`config.mk`:
```
export PLATFORM = sky130hd
export DESIGN_NAME = nib_dmem_arbiter_flat
export DESIGN_NICKNAME = d
export VERILOG_FILES = /design/src/rtl/nib_dmem_arbiter_if.sv /design/src/rtl/nib_dmem_arbiter.sv /design/src/flat_wrapper.sv
export SDC_FILE = /design/constraint.sdc
export NUM_CORES = 1
export LEC_CHECK = 0
export BUFFER_PORTS_ARGS = -buffer_cell sky130_fd_sc_hd__buf_2
export CAP_MARGIN = 20
export CORE_AREA = 2 2 117 119
export DETAILED_ROUTE_END_ITERATION = 8
export DIE_AREA = 0 0 119 121
export PLACE_DENSITY = 0.66
export SKIP_CTS_REPAIR_TIMING = 1
export SLEW_MARGIN = 20
export SYNTH_ARGS = -nofsm -noshare
export SYNTH_HDL_FRONTEND = slang
export SYNTH_SLANG_ARGS = --single-unit
```
`constraint.sdc`:
```
create_clock -name clk -period 2 [get_ports clk]
set_clock_uncertainty 0.15 [all_clocks]
set_input_delay 0.1 -clock clk [delete_from_list [all_inputs] [get_ports clk]]
set_output_delay 0.1 -clock clk [all_outputs]
set_load 0.01 [all_outputs]
```
`src/rtl/nib_dmem_arbiter_if.sv`:
```
// nib_dmem_arbiter_if: load/store bus between a core (or the arbiter) and the data-RAM port.
// With NIB_ARB_LOCK_EN the requester side also carries a lock bit.
interface nib_dmem_arbiter_if #(
  parameter int ADDR_W = 32,
  parameter int DATA_W = 32
);
  logic              req;
  logic [ADDR_W-1:0] addr;
  logic              we;
  logic [DATA_W-1:0] wdata;
  logic [DATA_W-1:0] rdata;
  logic              hold;
`ifdef NIB_ARB_LOCK_EN
  logic              lock;
  modport slave (input req, addr, we, wdata, lock, output rdata, hold);
`else
  modport slave (input req, addr, we, wdata, output rdata, hold);
`endif
  modport master (output req, addr, we, wdata, input rdata);
endinterface

```
`src/rtl/nib_dmem_arbiter.sv`:
```
// nib_dmem_arbiter: two-master data-RAM arbiter with burst-limited fairness and tagged read return.
// Define NIB_ARB_LOCK_EN to let the current owner keep the port past the burst limit.
module nib_dmem_arbiter #(
  parameter int ADDR_W     = 32,
  parameter int DATA_W     = 32,
  parameter int RD_LATENCY = 1,
  parameter int MAX_BURST  = 4
) (
  input  logic                  clk,
  input  logic                  rstn,
  nib_dmem_arbiter_if.slave     m0,
  nib_dmem_arbiter_if.slave     m1,
  nib_dmem_arbiter_if.master    s,
  output logic [1:0]            grant_o
);
  typedef enum logic [1:0] {IDLE, OWN0, OWN1} state_t;
  localparam logic [3:0] LIM = 4'(MAX_BURST);
  state_t                r_state, w_state_n;
  logic [3:0]            r_cnt, w_cnt_n;
  logic                  w_g0, w_g1, w_lock0, w_lock1, w_keep0, w_keep1, w_rd;
  logic [RD_LATENCY-1:0] r_tv, r_tid;
  logic [DATA_W-1:0]     r_rd0, r_rd1;
`ifdef NIB_ARB_LOCK_EN
  assign w_lock0 = m0.lock;
  assign w_lock1 = m1.lock;
`else
  assign w_lock0 = 1'b0;
  assign w_lock1 = 1'b0;
`endif
  // Owner keeps the port unless the other side has waited out the burst limit
  assign w_keep0 = m0.req & (~m1.req | (r_cnt < LIM) | w_lock0);
  assign w_keep1 = m1.req & (~m0.req | (r_cnt < LIM) | w_lock1);
  always_comb begin
    w_g0      = 1'b0;
    w_g1      = 1'b0;
    w_state_n = r_state;
    w_cnt_n   = 4'd0;
    case (r_state)
      OWN0: begin
        w_g0      = w_keep0;
        w_g1      = ~w_keep0 & m1.req;
        w_state_n = w_g0 ? OWN0 : w_g1 ? OWN1 : IDLE;
        w_cnt_n   = (w_g0 & m1.req) ? ((r_cnt == LIM) ? r_cnt : r_cnt + 4'd1) : 4'd0;
      end
      OWN1: begin
        w_g1      = w_keep1;
        w_g0      = ~w_keep1 & m0.req;
        w_state_n = w_g1 ? OWN1 : w_g0 ? OWN0 : IDLE;
        w_cnt_n   = (w_g1 & m0.req) ? ((r_cnt == LIM) ? r_cnt : r_cnt + 4'd1) : 4'd0;
      end
      default: begin
        w_g0      = m0.req;
        w_g1      = ~m0.req & m1.req;
        w_state_n = w_g0 ? OWN0 : w_g1 ? OWN1 : IDLE;
      end
    endcase
  end
  assign grant_o  = {w_g1, w_g0};
  assign s.req    = w_g0 | w_g1;
  assign s.addr   = w_g0 ? m0.addr  : w_g1 ? m1.addr  : '0;
  assign s.we     = w_g0 ? m0.we    : w_g1 ? m1.we    : 1'b0;
  assign s.wdata  = w_g0 ? m0.wdata : w_g1 ? m1.wdata : '0;
  assign m0.hold  = m0.req & ~w_g0;
  assign m1.hold  = m1.req & ~w_g1;
  assign m0.rdata = r_rd0;
  assign m1.rdata = r_rd1;
  assign w_rd     = s.req & ~s.we;
  always_ff @(posedge clk or negedge rstn) begin
    if (!rstn) begin
      r_state <= IDLE;
      r_cnt   <= 4'd0;
    end else begin
      r_state <= w_state_n;
      r_cnt   <= w_cnt_n;
    end
  end
  // Tag pipe tracks which master owns the read data arriving RD_LATENCY cycles later
  always_ff @(posedge clk or negedge rstn) begin
    if (!rstn) begin
      r_tv  <= '0;
      r_tid <= '0;
      r_rd0 <= '0;
      r_rd1 <= '0;
    end else begin
      r_tv[0]  <= w_rd;
      r_tid[0] <= w_g1;
      for (int i = 1; i < RD_LATENCY; i++) begin
        r_tv[i]  <= r_tv[i-1];
        r_tid[i] <= r_tid[i-1];
      end
      if (r_tv[RD_LATENCY-1] && !r_tid[RD_LATENCY-1]) r_rd0 <= s.rdata;
      if (r_tv[RD_LATENCY-1] && r_tid[RD_LATENCY-1])  r_rd1 <= s.rdata;
    end
  end
endmodule
```
`src/flat_wrapper.sv`:
```
// flat-port wrapper written by rule: the top's interface ports become plain ports
module nib_dmem_arbiter_flat 
#(
  parameter int ADDR_W     = 32,
  parameter int DATA_W     = 32,
  parameter int RD_LATENCY = 1,
  parameter int MAX_BURST  = 4
)
  (clk, rstn, grant_o, m0_req, m0_addr, m0_we, m0_wdata, m0_rdata, m0_hold, m1_req, m1_addr, m1_we, m1_wdata, m1_rdata, m1_hold, s_req, s_addr, s_we, s_wdata, s_rdata);
  nib_dmem_arbiter_if #(.ADDR_W(ADDR_W), .DATA_W(DATA_W)) m0_i ();
  nib_dmem_arbiter_if #(.ADDR_W(ADDR_W), .DATA_W(DATA_W)) m1_i ();
  nib_dmem_arbiter_if #(.ADDR_W(ADDR_W), .DATA_W(DATA_W)) s_i ();
  input  logic clk;
  input  logic rstn;
  output logic [1:0] grant_o;
  input wire logic [$bits(m0_i.req)-1:0] m0_req;
  input wire logic [$bits(m0_i.addr)-1:0] m0_addr;
  input wire logic [$bits(m0_i.we)-1:0] m0_we;
  input wire logic [$bits(m0_i.wdata)-1:0] m0_wdata;
  output wire logic [$bits(m0_i.rdata)-1:0] m0_rdata;
  output wire logic [$bits(m0_i.hold)-1:0] m0_hold;
  input wire logic [$bits(m1_i.req)-1:0] m1_req;
  input wire logic [$bits(m1_i.addr)-1:0] m1_addr;
  input wire logic [$bits(m1_i.we)-1:0] m1_we;
  input wire logic [$bits(m1_i.wdata)-1:0] m1_wdata;
  output wire logic [$bits(m1_i.rdata)-1:0] m1_rdata;
  output wire logic [$bits(m1_i.hold)-1:0] m1_hold;
  output wire logic [$bits(s_i.req)-1:0] s_req;
  output wire logic [$bits(s_i.addr)-1:0] s_addr;
  output wire logic [$bits(s_i.we)-1:0] s_we;
  output wire logic [$bits(s_i.wdata)-1:0] s_wdata;
  input wire logic [$bits(s_i.rdata)-1:0] s_rdata;
  assign m0_i.req = m0_req;
  assign m0_i.addr = m0_addr;
  assign m0_i.we = m0_we;
  assign m0_i.wdata = m0_wdata;
  assign m0_rdata = m0_i.rdata;
  assign m0_hold = m0_i.hold;
  assign m1_i.req = m1_req;
  assign m1_i.addr = m1_addr;
  assign m1_i.we = m1_we;
  assign m1_i.wdata = m1_wdata;
  assign m1_rdata = m1_i.rdata;
  assign m1_hold = m1_i.hold;
  assign s_req = s_i.req;
  assign s_addr = s_i.addr;
  assign s_we = s_i.we;
  assign s_wdata = s_i.wdata;
  assign s_i.rdata = s_rdata;
  nib_dmem_arbiter #(.ADDR_W(ADDR_W), .DATA_W(DATA_W), .RD_LATENCY(RD_LATENCY), .MAX_BURST(MAX_BURST)) u_core (.clk(clk), .rstn(rstn), .m0(m0_i), .m1(m1_i), .s(s_i), .grant_o(grant_o));
endmodule
```
==> qor.yml <==
outcome:
  status: "finished with violations"
  violations: "negative setup slack"
finish:
  syn_to_final_growth_pct: 80.4
  multi_input_area_um2: 2240
  seq_area_um2: 1780
  post_route_cells_drive_above_1_share: 0.620
  nFillCells: 1125
  num-nets-final: 922
  antennaDiodeCount: 0
setup_path:
  arrival_ns: 2.36
  critPathCaptureType: "output pin"
  cp_data_required_time_ns: 1.75
  path_max_fanout: 4
  worstSetupStartpointType: "register"
  crit_type: "register to output pin"
power:
  combPwrFrac: 0.626
  seq_power_share: 0.218
  pwr-share-clk: 0.156
  p_per_area_nw_per_um2: 1580
  power_switching_uw: 4290
  ir_worst_vdd_uv: 607
  p_leak_uw: 0.00382
  swShare: 0.376
  p_total_uw: 11400
  internal-power_uw: 7120
sta:
  tightest_slew_ns: 0.506
  setup_tns_ns: -33.88
  setup_ws_ns: -0.614
  hold_ws_ns: 0.0148
  setup_viol_count_final: 70
  period_minus_slack_ns: 2.61
  fmax_mhz: 383
  timing.final.crit_share: 1.31
  rsz0062_at_grt: "yes"
  slew_headroom: 0.662
  final-hold-violation-count: 0
  final_max_slew_viol_count: 0
die:
  pin_count: 300
  dieArea_um2: 14400
  fp.dieW_um: 119
  fp.dieH_um: 121
  row_count: 42
  core-area_um2: 13100
  initial_core_util: 0.306
routing:
  first_iter_violations: 131
  remaining_drc_errors: 0
  vias: 4176
  drt-wirelength-per-cell_um: 14.8
  drt-total-wl_um: 13800
  firstDrtPassIters: 4
  drtAntennaViolNets: 0
  viasPerCell: 4.48
yosys:
  synth_edf_count: 0
  ys_types: 28
  syn_area_um2: 4010
  synthesis.nets: 559
  ys.flop_type: "dfrtp_1"
  ys.warnings.count: 0
  syn_area_per_cell_um2: 10.3
  async_flop_share: 1.00
  ys_seq_area_frac: 0.443
  synth-seq-cells: 71
  synthCells: 389
cts:
  cts_sinks: 71
  clkLatencyLatePin_ns: 0.32
  cts-root-buf: "clkbuf_16"
  cts_tree: "yes"
  htree_levels: 3
  cts_buffers: 9
  clkTransAtPathRegs_ns: 0.06
  clockBufferDepth: 2
grt:
  globalRouteOverflowTotal: 0
  grt_pass1_wl_um: 18400
  grt_usage: 0.158
  antenna_found_initial: 0
  grt_pass1_vias: 3918
  grt_max_degree: 57
placement:
  post-place-ws_ns: -0.332
  port_buffers: 299
  gp_congestion: 0.838
  hpwl_um: 9910
min_path:
  hold_path.class: "input pin to register"
job:
  max_cap_violations: 0
==> synthesized netlist by cell type (2+ instances only) <==
| master | count | area [µm²] |
|---|---|---|
| and2_1 | 2 | 12.5 |
| buf_1 | 6 | 22.5 |
| buf_2 | 7 | 35.0 |
| buf_4 | 3 | 22.5 |
| buf_6 | 2 | 22.5 |
| clkbuf_1 | 4 | 15.0 |
| dfrtp_1 | 71 | 1780 |
| ha_1 | 4 | 50.1 |
| inv_1 | 70 | 263 |
| mux2_2 | 64 | 721 |
| mux2i_1 | 66 | 661 |
| nand2_1 | 68 | 255 |
| nand2b_1 | 2 | 12.5 |
| nor2_1 | 5 | 18.8 |
| nor3b_1 | 2 | 15.0 |
==> cells by family (layout without fill, tap and decap cells) <==
family | after synthesis | count (layout) | synth area share
muxes | 130 | 130 | 0.345
buffers and inverters | 93 | 459 | 0.0958
and+or+nand+nor | 82 | 83 | 0.0827
DFF | 71 | 71 | 0.443
AOI/OAI and AO/OA | 8 | 8 | 0.0203
adders and majority gates | 4 | 4 | 0.0125
other | 1 | 1 | 0.000935
==> metrics by stage <==
| step | cells | cell area (µm²) | util |
|---|---|---|---|
| finish | 932 | 7230 | 0.553 |
| global route | 932 | 7230 | 0.553 |
| CTS | 882 | 6500 | 0.497 |
| detailed placement | 867 | 6160 | 0.471 |
| global placement | 867 | 6160 | 0.471 |
| floorplan | 389 | 4320 | - |
==> critical path, cell delays in order, from the launching register on <==
cell and delay (ns):
dfrtp_1 0.40, inv_2 0.09, ha_4 0.21, nand2b_4 0.15
o41ai_4 0.38, buf_4 0.20, nor2_4 0.06, buf_6 0.12
buf_6 0.12, mux2i_1 0.16, buf_2 0.16
==> state kept, by name (all words and copies together), names as in the netlist <==
name             cells
u_core.r_state       2
u_core.r_tv          1
u_core.r_cnt         4
u_core.m0.rdata     32
u_core.m1.rdata     32
==> final cells by class <==
class,instances,share of cell area
Clock buffer,10,0.0317
Timing Repair Buffer,373,0.331
Multi-Input combinational cell,226,0.310
Sequential cell,71,0.246
Inverter,71,0.0369
Clock inverter,5,0.0149
Tap cell,176,0.0305
==> path summary, 6_finish.rpt <==
check	depth (start not counted)	endpoint	start	slack (ns)
min in group asynchronous	2	u_core.m1.rdata[24]	rstn	0.14
setup / recovery	10	s_wdata[23]	u_core.r_state[1]	-0.61
hold / removal	4	u_core.r_state[0]	m0_req	0.01
hold reg to reg	1	u_core.r_cnt[0]	u_core.r_cnt[0]	0.32
max in group asynchronous	3	u_core.m1.rdata[2]	rstn	0.93
setup reg to reg	9	u_core.r_tv	u_core.r_state[1]	-0.11
==> power groups by stage <==
stage | Combinational, µW | Clock [µW] | Sequential (µW)
6_report | 7140 | 1780 | 2490
2_1_floorplan | 3590 | 0 | 2810
5_1_grt | 7600 | 1890 | 2580
3_3_place_gp | 6120 | 0 | 2450
3_5_place_dp | 6250 | 0 | 2500
4_1_cts | 6270 | 1810 | 2480
==> routing by layer <==
layer  up-vias  track usage  share of wire
met2       168        0.296           0.55
li1       1974            -              -
met3        36       0.0310          0.047
met5         -            0              0
met1      1998        0.171           0.37
met4         0       0.0707          0.030
==> cells in the final DEF, fill, tap and decap left out, drive strengths merged <==
| cell | instances |
|---|---|
| nor3 | 1 |
| nand2b | 2 |
| o41ai | 1 |
| nor2 | 6 |
| nor4 | 1 |
| bufinv | 3 |
| clkinv | 2 |
| o21ai | 2 |
| mux2i | 66 |
| ha | 4 |
| and2 | 2 |
| nor3b | 2 |
| buf | 334 |
| inv | 71 |
| mux2 | 64 |
| clkbuf | 13 |
| a31oi | 1 |
| conb | 1 |
| o32ai | 1 |
| nand2 | 68 |
| a211oi | 1 |
| dlygate4sd3 | 36 |
| a21oi | 1 |
| o31a | 1 |
| or2 | 1 |
| dfrtp | 71 |
(Power assumes the default switching activity.)
